<file path="src/rtl/fwd_scoreboard.sv">
// Scoreboard forwarding/hazard unit: per-register countdown of in-flight writes,
// producing a combinational stall request and registered per-operand bypass selects.
module fwd_scoreboard #(
   parameter int unsigned REG_AW  = 5,
   parameter int unsigned NUM_SRC = 3,
   parameter int unsigned MAX_LAT = 6,
   parameter int unsigned CNT_W   = 3,
   parameter int unsigned PERF_W  = 16
) (
   input  logic                        clk,
   input  logic                        reset,
   input  logic                        iss_valid,
   input  logic                        iss_wr,
   input  logic [REG_AW-1:0]           iss_dst,
   input  logic [CNT_W-1:0]            iss_lat,
   input  logic [NUM_SRC-1:0]          src_used,
   input  logic [NUM_SRC*REG_AW-1:0]   src_addr,
   output logic                        stall_out,
   output logic [NUM_SRC*2-1:0]        fwd_sel,
   output logic                        busy,
   output logic [PERF_W-1:0]           stall_cnt
);

   localparam int unsigned NREG = 1 << REG_AW;

   localparam logic [1:0] SEL_RF   = 2'b00;
   localparam logic [1:0] SEL_TAP1 = 2'b01;
   localparam logic [1:0] SEL_TAP2 = 2'b10;

   logic [CNT_W-1:0]     cnt_q [1:NREG-1];
   logic [CNT_W-1:0]     cnt_d [1:NREG-1];
   logic [NUM_SRC*2-1:0] fwd_sel_q, fwd_sel_d;
   logic                 busy_q, busy_d;
   logic [PERF_W-1:0]    stall_cnt_q, stall_cnt_d;

   logic [CNT_W-1:0]     lat_eff;
   logic [CNT_W-1:0]     lat_p1;
   logic [CNT_W-1:0]     dst_cnt;
   logic                 waw_hzd;
   logic                 raw_hzd;
   logic                 issue_en;
   logic [NUM_SRC*2-1:0] sel_c;
   logic [REG_AW-1:0]    q_addr;
   logic [CNT_W-1:0]     q_cnt;

   // Register 0 has no table entry and always reads as idle.
   function automatic logic [CNT_W-1:0] rd_cnt(input logic [REG_AW-1:0] a);
      logic [CNT_W-1:0] v;
      v = '0;
      if (a != '0) v = cnt_q[a];
      return v;
   endfunction

   // Issue qualification, latency clamp and WAW check.
   always_comb begin
      lat_eff = iss_lat;
      if ((iss_lat == '0) || (iss_lat > CNT_W'(MAX_LAT))) lat_eff = CNT_W'(MAX_LAT);
      lat_p1  = lat_eff + CNT_W'(1);
      dst_cnt = rd_cnt(iss_dst);
      waw_hzd = iss_valid & iss_wr & (iss_dst != '0) & (dst_cnt > lat_p1);
   end

   // Per-port classification against pre-update table state.
   always_comb begin
      sel_c   = '0;
      raw_hzd = 1'b0;
      q_addr  = '0;
      q_cnt   = '0;
      for (int unsigned k = 0; k < NUM_SRC; k++) begin
         q_addr = src_addr[k*REG_AW +: REG_AW];
         q_cnt  = rd_cnt(q_addr);
         if (src_used[k] && (q_addr != '0)) begin
            if (q_cnt == CNT_W'(1))      sel_c[k*2 +: 2] = SEL_TAP2;
            else if (q_cnt == CNT_W'(2)) sel_c[k*2 +: 2] = SEL_TAP1;
            else if (q_cnt != '0)        raw_hzd = 1'b1;
         end
      end
   end

   assign stall_out = raw_hzd | waw_hzd;
   assign issue_en  = iss_valid & iss_wr & ~stall_out & (iss_dst != '0);

   // Countdown with issue override, plus output next-state.
   always_comb begin
      busy_d = 1'b0;
      for (int unsigned r = 1; r < NREG; r++) begin
         cnt_d[r] = (cnt_q[r] != '0) ? cnt_q[r] - CNT_W'(1) : '0;
         if (issue_en && (iss_dst == REG_AW'(r))) cnt_d[r] = lat_p1;
         busy_d = busy_d | (cnt_d[r] != '0);
      end
      fwd_sel_d   = stall_out ? '0 : sel_c;
      stall_cnt_d = stall_cnt_q;
      if (stall_out && (stall_cnt_q != '1)) stall_cnt_d = stall_cnt_q + PERF_W'(1);
   end

   always_ff @(posedge clk or negedge reset) begin
      if (!reset) begin
         for (int unsigned r = 1; r < NREG; r++) cnt_q[r] <= '0;
         fwd_sel_q   <= '0;
         busy_q      <= 1'b0;
         stall_cnt_q <= '0;
      end else begin
         for (int unsigned r = 1; r < NREG; r++) cnt_q[r] <= cnt_d[r];
         fwd_sel_q   <= fwd_sel_d;
         busy_q      <= busy_d;
         stall_cnt_q <= stall_cnt_d;
      end
   end

   assign fwd_sel   = fwd_sel_q;
   assign busy      = busy_q;
   assign stall_cnt = stall_cnt_q;

endmodule

</file>
<file path="config.mk">
export PLATFORM = sky130hd
export DESIGN_NAME = fwd_scoreboard
export DESIGN_NICKNAME = d
export VERILOG_FILES = /design/src/rtl/fwd_scoreboard.sv
export SDC_FILE = /design/constraint.sdc
export NUM_CORES = 1
export LEC_CHECK = 0
export CORE_UTILIZATION = 37
export DETAILED_ROUTE_END_ITERATION = 7
export MAX_ROUTING_LAYER = met4
export RECOVER_POWER = 50
export SKIP_CTS_REPAIR_TIMING = 1
export SYNTH_ARGS = -nofsm -noshare
export SYNTH_HDL_FRONTEND = slang
export SYNTH_SLANG_ARGS = --single-unit
</file>
<file path="constraint.sdc">
create_clock -name clk -period 4.7 [get_ports clk]
set_input_delay 0.705 -clock clk [delete_from_list [all_inputs] [get_ports clk]]
set_output_delay 0.705 -clock clk [all_outputs]
set_load 0.02 [all_outputs]
</file>
==> results of run 1 <==
==> sequential cells by signal, summed over array words and instances, names as in the netlist <==
signal / cells
stall_cnt: 16
busy: 1
cnt_q: 93
fwd_sel: 6
==> Yosys cell counts (6+ instances only) <==
cell,instances,area share [%]
dfrtp_1,116,27
nand2_1,100,3.5
nor2_1,91,3.2
inv_1,78,2.7
mux4_2,73,15
ha_1,67,7.8
mux2_2,66,6.9
o21ai_0,65,3.0
mux2i_1,59,5.5
clkbuf_1,28,0.98
a21oi_1,25,1.2
nor4_1,22,1.3
nor2b_1,20,1.2
nand3_1,19,0.89
nor3_1,17,0.79
o22ai_1,15,0.87
xnor2_1,12,0.98
buf_6,11,1.2
buf_2,10,0.47
and2_1,9,0.52
buf_1,9,0.31
nand2b_1,9,0.52
or4_1,9,0.63
a21o_1,8,0.56
a31oi_1,8,0.47
a221oi_1,7,0.57
o31ai_1,7,0.49
a211oi_1,6,0.42
and3_1,6,0.35
nand4_1,6,0.35
nor4_2,6,0.70
o211ai_1,6,0.42
or2_2,6,0.35
or3_1,6,0.35
==> critical path, cell delays in order <==
cell and delay, ns:
buf_8 0.09, buf_12 0.12, buf_8 0.13, mux4_2 0.49, mux4_2 0.49, mux2_4 0.30, ha_4 0.22, a21o_1 0.19
a21oi_2 0.15, nor2_2 0.07, or2_4 0.29, buf_4 0.16, buf_4 0.13, nor4_4 0.33, buf_4 0.20, nand2_1 0.18
a2111oi_4 0.38, nand4_1 0.18, nor4_2 0.29, nand4_1 0.11
==> cell families after synthesis <==
| logic type | share of synthesized area [%] |
|---|---|
| AO/OA/AOI/OAI | 11.88 |
| XOR/XNOR | 1.306 |
| adder cells (fa/ha/maj) | 7.814 |
| buffers and inverters | 6.135 |
| flip-flops | 27.06 |
| multiplexers | 28.60 |
| AND/OR/NAND/NOR | 17.20 |
==> metrics by stage <==
| stage | power (W) | utilization [%] |
|---|---|---|
| CTS | 0.004601 | 51.29 |
| global placement | 0.003289 | 49.32 |
| detailed placement | 0.003329 | 49.32 |
| floorplan | 0.002416 | - |
| global route | 0.004956 | 52.62 |
| finish | 0.004748 | 52.63 |
==> power by group <==
group,total (W),switching (W),internal (W),leakage [nW]
Combinational,0.00221,0.00119,0.00102,5.10
Clock,0.00128,0.000510,0.000765,0.269
Sequential,0.00126,0.000118,0.00114,1.59
==> final cells by class <==
class | instances | area (µm²) | share of cell area, %
clock inverter | 8 | 77.57 | 0.5234
timing repair buffer | 362 | 3078 | 20.77
antenna | 1 | 2.502 | 0.01688
sequential | 116 | 2903 | 19.58
clock buffer | 23 | 478.0 | 3.225
inverter | 80 | 302.8 | 2.043
multi-input combinational | 833 | 7507 | 50.65
tap | 378 | 473.0 | 3.191
==> how the worst max path moves through the flow <==
stage,to,cells past startpoint,startpoint,slack [ns]
4_1_cts,stall_out,15,iss_dst[0],-0.71
5_1_grt,busy,17,src_addr[1],-0.28
6_report,busy,20,iss_dst[0],-0.23
2_1_floorplan,busy,18,iss_dst[0],-0.12
3_5_place_dp,busy,17,iss_dst[0],-0.84
3_3_place_gp,busy,19,iss_dst[0],-0.77
==> metal layers <==
layer  up-vias  GRT usage (%)  routed length, µm
li1       4674              -                  -
met2       584          45.32              18590
met4         0          10.77               1785
met1      5270          40.30              17630
met5         -              -                  0
met3       118          5.035               4187
==> run summary, run 1 <==
via count: 10650
cell area reported after detailed placement: 0.01389 mm²
initial standard-cell utilization of the core: 38.09%
#FFs+latches synth: 116
vias in the first global route: 10220
share of cells above drive strength 1: 38.33%
Reg-to-Reg Start: cnt_q[13]
detailed router's first-iteration violation count: 1095
dominant register cell in the synthesized netlist: dfrtp_1
Routed wire per std cell: 23.43 µm
LEAKAGE: 6.958 nW
async set-reset flop share out of synthesis: 100.0%
# IOs: 54
element type at the critical path end: flop
number of DRC violations after detailed routing: 0
worst voltage drop across the vdd grid: 0.2471 mV
number of standard cells in the final layout excluding fillers: 1801
Die W: 172.3 µm
clock insertion delay at the later pin of the skew report: 0.43 ns
top achievable clock speed: 0.2028 GHz
number of antenna violations at the first check in global routing: 0
HPWL reported at the end of detailed placement: 33340 µm
Port Buf Inserts: 53
number of warnings issued by yosys: 0
number of iterations in the first detailed-routing pass: 5
unrepaired setup endpoints after global routing: yes
Total Wirelength: 42190 µm
buffer type at the clock tree root: clkbuf_16
routed via count divided by cell count: 5.911
internal reg-to-reg setup slack: -0.05 ns
number of sinks on the clock net: 116
Required @ worst endpoint: 5.00 ns
setup-violating endpoint count in the final report: 2
number of instances in the placed design: 1747
final global-route overflow total: 0
status: finished, violations left
fraction of the cycle the final worst path needs: 104.9%
most frequent cells in the layout: buf_4, dfrtp_1, nand2_1
critical path start-end classification: input port to flop
max-slew violations: 77
type of element launching the critical path: input port
Fin Clk Skew: 0.01147 ns
number of nets in the layout: 1507
number of enable flip-flop cells after synthesis: 0
aggregate global-route resource usage: 29.94%
Worst-Margin Slew: 2.134 ns
number of endpoints with negative hold slack in the final report: 0
synth-to-layout area growth: 38.16%
total number of H-tree levels: 4
final setup TNS: -0.2598 ns
worst hold stages: 1
largest net degree at the start of global routing: 77
number of filler instances in the final layout: 2482
fin crit period: 4.930 ns
Worst Hold End: stall_cnt[8]
number of cells on the worst reg-to-reg path: 17
sequential area share after synthesis: 27.06%
wire length of the first global-routing pass: 62580 µm
Chip Height: 172.3 µm
crit-path max FO: 7
violations in the final reports: capacitance limit, slew limit, setup timing
Max-cap violations: 1
total clock buffers created by CTS: 17
Avg Cell Area, Syn: 9.824 µm²
distinct cell type count after synthesis: 90
launch point of the worst hold path: stall_cnt[8]
Mapped Nets: 1189
most common cell after layout, fill and taps aside: buf_4
data arrival at the endpoint of the critical path: 5.23 ns
Routed Antenna Nets: 0
Floorplan Core Area: 0.02816 mm²
post-synthesis instance total: 1092
Power Dens Cells: 320.3 mW/mm²
area of the die: 0.02968 mm²
clock-pin slew of the registers on the worst-case setup and hold paths: 0.06 ns
post-route standard cell area excluding fillers: 0.01482 mm²
count of standard-cell rows: 61
worst hold-check slack: 0.4858 ns
maximum count of clock buffers along a single path: 2
Post-Place Worst Slack: -0.8393 ns
Cell Area, Synth: 0.01073 mm²
least setup slack across all paths after layout: -0.2305 ns
worst r2r dst: busy
final weighted congestion of routability-driven global placement: 0.9979
Slew Limit Headroom: -42.25%
clock tree from TritonCTS: done
class of the most critical hold timing path: flop to flop
No activity file was read; power rests on OpenSTA's default activity.
==> run 2, diff against run 1 <==
- CAP_MARGIN: default -> 20
==> run 2 against run 1 <==
Net effect: the run still ends with capacitance limit, slew limit, setup timing left; cell area about the same; power barely moved; wire length hardly changed; largest power group unchanged; critical path type unchanged; via count rose by 0.25%; clock power barely moved.
==> run summary, run 2 (synthesis gave the netlist of run 1 again) <==
fraction of the cycle the final worst path needs: 104.2% (was 104.9%)
element type at the critical path end: flop (unchanged)
routed via count divided by cell count: 5.923 (was 5.911)
area of the die: 0.02968 mm² (unchanged)
clock-pin slew of the registers on the worst-case setup and hold paths: 0.06 ns (about the same)
worst voltage drop across the vdd grid: 0.2490 mV (was 0.2471 mV)
max-slew violations: 66 (was 77)
number of endpoints with negative hold slack in the final report: 0 (unchanged)
fin crit period: 4.895 ns (was 4.930 ns)
share of cells above drive strength 1: 38.23% (was 38.33%)
number of nets in the layout: 1508 (was 1507)
most common cell after layout, fill and taps aside: buf_4 (unchanged)
setup-violating endpoint count in the final report: 2 (unchanged)
buffer type at the clock tree root: clkbuf_16 (unchanged)
via count: 10670 (was 10650)
count of standard-cell rows: 61 (unchanged)
type of element launching the critical path: input port (unchanged)
Worst-Margin Slew: 3.139 ns (was 2.134 ns)
total clock buffers created by CTS: 17 (unchanged)
largest net degree at the start of global routing: 77 (unchanged)
combinational cell fraction of total power: 46.6% (about the same)
number of filler instances in the final layout: 2481 (was 2482)
initial standard-cell utilization of the core: 38.09% (unchanged)
Design Power: 0.004745 W (was 0.004748 W)
number of antenna violations at the first check in global routing: 0 (unchanged)
aggregate global-route resource usage: 29.94% (unchanged)
Fin Clk Skew: 0.01117 ns (was 0.01147 ns)
Slew Limit Headroom: -109.3% (was -42.25%)
# IOs: 54 (unchanged)
cell type of the slowest stage on the worst timing path: mux4_2 (unchanged)
Total Wirelength: 42160 µm (was 42190 µm)
Floorplan Core Area: 0.02816 mm² (unchanged)
total number of H-tree levels: 4 (unchanged)
final weighted congestion of routability-driven global placement: 0.9979 (unchanged)
cell repeated most along the worst path: buf_4 (unchanged)
status: finished, violations left (unchanged)
top achievable clock speed: 0.2043 GHz (was 0.2028 GHz)
detailed router's first-iteration violation count: 1148 (was 1095)
post-route standard cell area excluding fillers: 0.01483 mm² (was 0.01482 mm²)
Largest register FFs: 93 (unchanged)
number of instances in the placed design: 1747 (unchanged)
share of power burned in the clock network: 26.9% (about the same)
worst path cell trace: buf_8 > buf_12 > buf_8 > mux4_2 > mux4_2 > mux2_4 > ha_4 > a21o_1 > a21oi_2 > nor2_2 > or2_4 > buf_4 > buf_4 > nor4_4 > buf_4 > nand2_1 > a2111oi_4 > nand4_1 > nor4_2 > nand4_1 (unchanged)
Seq. cell area: 0.002903 mm² (unchanged)
most frequent cells in the layout: buf_4, dfrtp_1, nand2_1 (unchanged)
crit-path max FO: 7 (unchanged)
number of sinks on the clock net: 116 (unchanged)
violations in the final reports: capacitance limit, slew limit, setup timing (unchanged)
Required @ worst endpoint: 5.00 ns (about the same)
Die W: 172.3 µm (unchanged)
Max-cap violations: 1 (unchanged)
number of DRC violations after detailed routing: 0 (unchanged)
internal power consumption: 0.002925 W (about the same)
Max stage delay on crit path: 0.49 ns (about the same)
Routed wire per std cell: 23.40 µm (was 23.43 µm)
footprint of the multi-input gates: 0.007507 mm² (unchanged)
Biggest register: cnt_q (unchanged)
clock tree from TritonCTS: done (unchanged)
final global-route overflow total: 0 (unchanged)
Port Buf Inserts: 53 (unchanged)
synth-to-layout area growth: 38.27% (was 38.16%)
number of iterations in the first detailed-routing pass: 6 (was 5)
unrepaired setup endpoints after global routing: yes (unchanged)
number of standard cells in the final layout excluding fillers: 1802 (was 1801)
maximum count of clock buffers along a single path: 2 (unchanged)
wire length of the first global-routing pass: 62580 µm (unchanged)
data arrival at the endpoint of the critical path: 5.19 ns (was 5.23 ns)
clock insertion delay at the later pin of the skew report: 0.43 ns (about the same)
total net switching power: 0.001820 W (was 0.001823 W)
Chip Height: 172.3 µm (unchanged)
switch share: 38.35% (was 38.39%)
share of total power in sequential cells: 26.5% (about the same)
LEAKAGE: 6.968 nW (was 6.958 nW)
class of the most critical hold timing path: input port to async pin (was flop to flop)
critical path start-end classification: input port to flop (unchanged)
Routed Antenna Nets: 0 (unchanged)
HPWL reported at the end of detailed placement: 33340 µm (unchanged)
least setup slack across all paths after layout: -0.1952 ns (was -0.2305 ns)
worst hold-check slack: 0.3806 ns (was 0.4858 ns)
cell area reported after detailed placement: 0.01389 mm² (unchanged)
final setup TNS: -0.2139 ns (was -0.2598 ns)
Power Dens Cells: 319.9 mW/mm² (was 320.3 mW/mm²)
vias in the first global route: 10220 (unchanged)
## run 2: changes by cell type in the layout (fill, tap and decap cells not counted), sizes merged
cell,before,now
dlymetal6s4s,0,1
## run 2: cell type report
cell class,count,area share [%]
repair buffers,363,20.83
well taps,378,3.189
diodes,1,0.01687
flip-flops and latches,116,19.57
clock inverters,8,0.5230
inverters,80,2.041
clock buffers,23,3.222
multi-input cells,833,50.61
## run 2: metrics by stage
stage | worst slack [ns] | util [%]
finish | -0.1952 | 52.67
global route | -0.2802 | 52.66
CTS | -0.7135 | 51.29
detailed placement | -0.8393 | 49.32
global placement | -0.7739 | 49.32
floorplan | -0.1191 | -
## run 2: path summary, 6_finish.rpt
| path | startpoint | end | slack (ns) | depth (start not counted) |
|---|---|---|---|---|
| max in group asynchronous | reset | cnt_q[6] | 0.71 | 2 |
| hold reg to reg | stall_cnt[8] | stall_cnt[8] | 0.49 | 1 |
| hold / removal | reset | stall_cnt[6] | 0.38 | 1 |
| setup reg to reg | cnt_q[13] | busy | -0.01 | 17 |
| min in group clk | stall_cnt[8] | stall_cnt[8] | 0.49 | 1 |
| setup / recovery | iss_dst[0] | busy | -0.20 | 20 |
## run 2: power groups by stage
| stage | Combinational [W] | Sequential [W] | Clock, W |
|---|---|---|---|
| 2_1_floorplan | 0.00107 | 0.00135 | 0 |
| 3_3_place_gp | 0.00202 | 0.00127 | 0 |
| 3_5_place_dp | 0.00206 | 0.00127 | 0 |
| 4_1_cts | 0.00207 | 0.00126 | 0.00128 |
| 5_1_grt | 0.00237 | 0.00128 | 0.00131 |
| 6_report | 0.00221 | 0.00126 | 0.00128 |
## run 2: worst max-delay path: cells and delay by family
family                   cells  cell delay (ns)
buffers and inverters        6             0.83
AO/OA/AOI/OAI                3             0.71
adder cells (fa/ha/maj)      1             0.22
multiplexers                 3             1.28
AND/OR/NAND/NOR              7             1.44
## run 2: per-layer routing
| metal | up-vias | track usage [%] | wire [µm] |
|---|---|---|---|
| met5 | - | - | 0 |
| li1 | 4671 | - | - |
| met1 | 5242 | 40.30 | 17520 |
| met3 | 120 | 5.035 | 4217 |
| met4 | 0 | 10.77 | 1664 |
| met2 | 640 | 45.32 | 18760 |
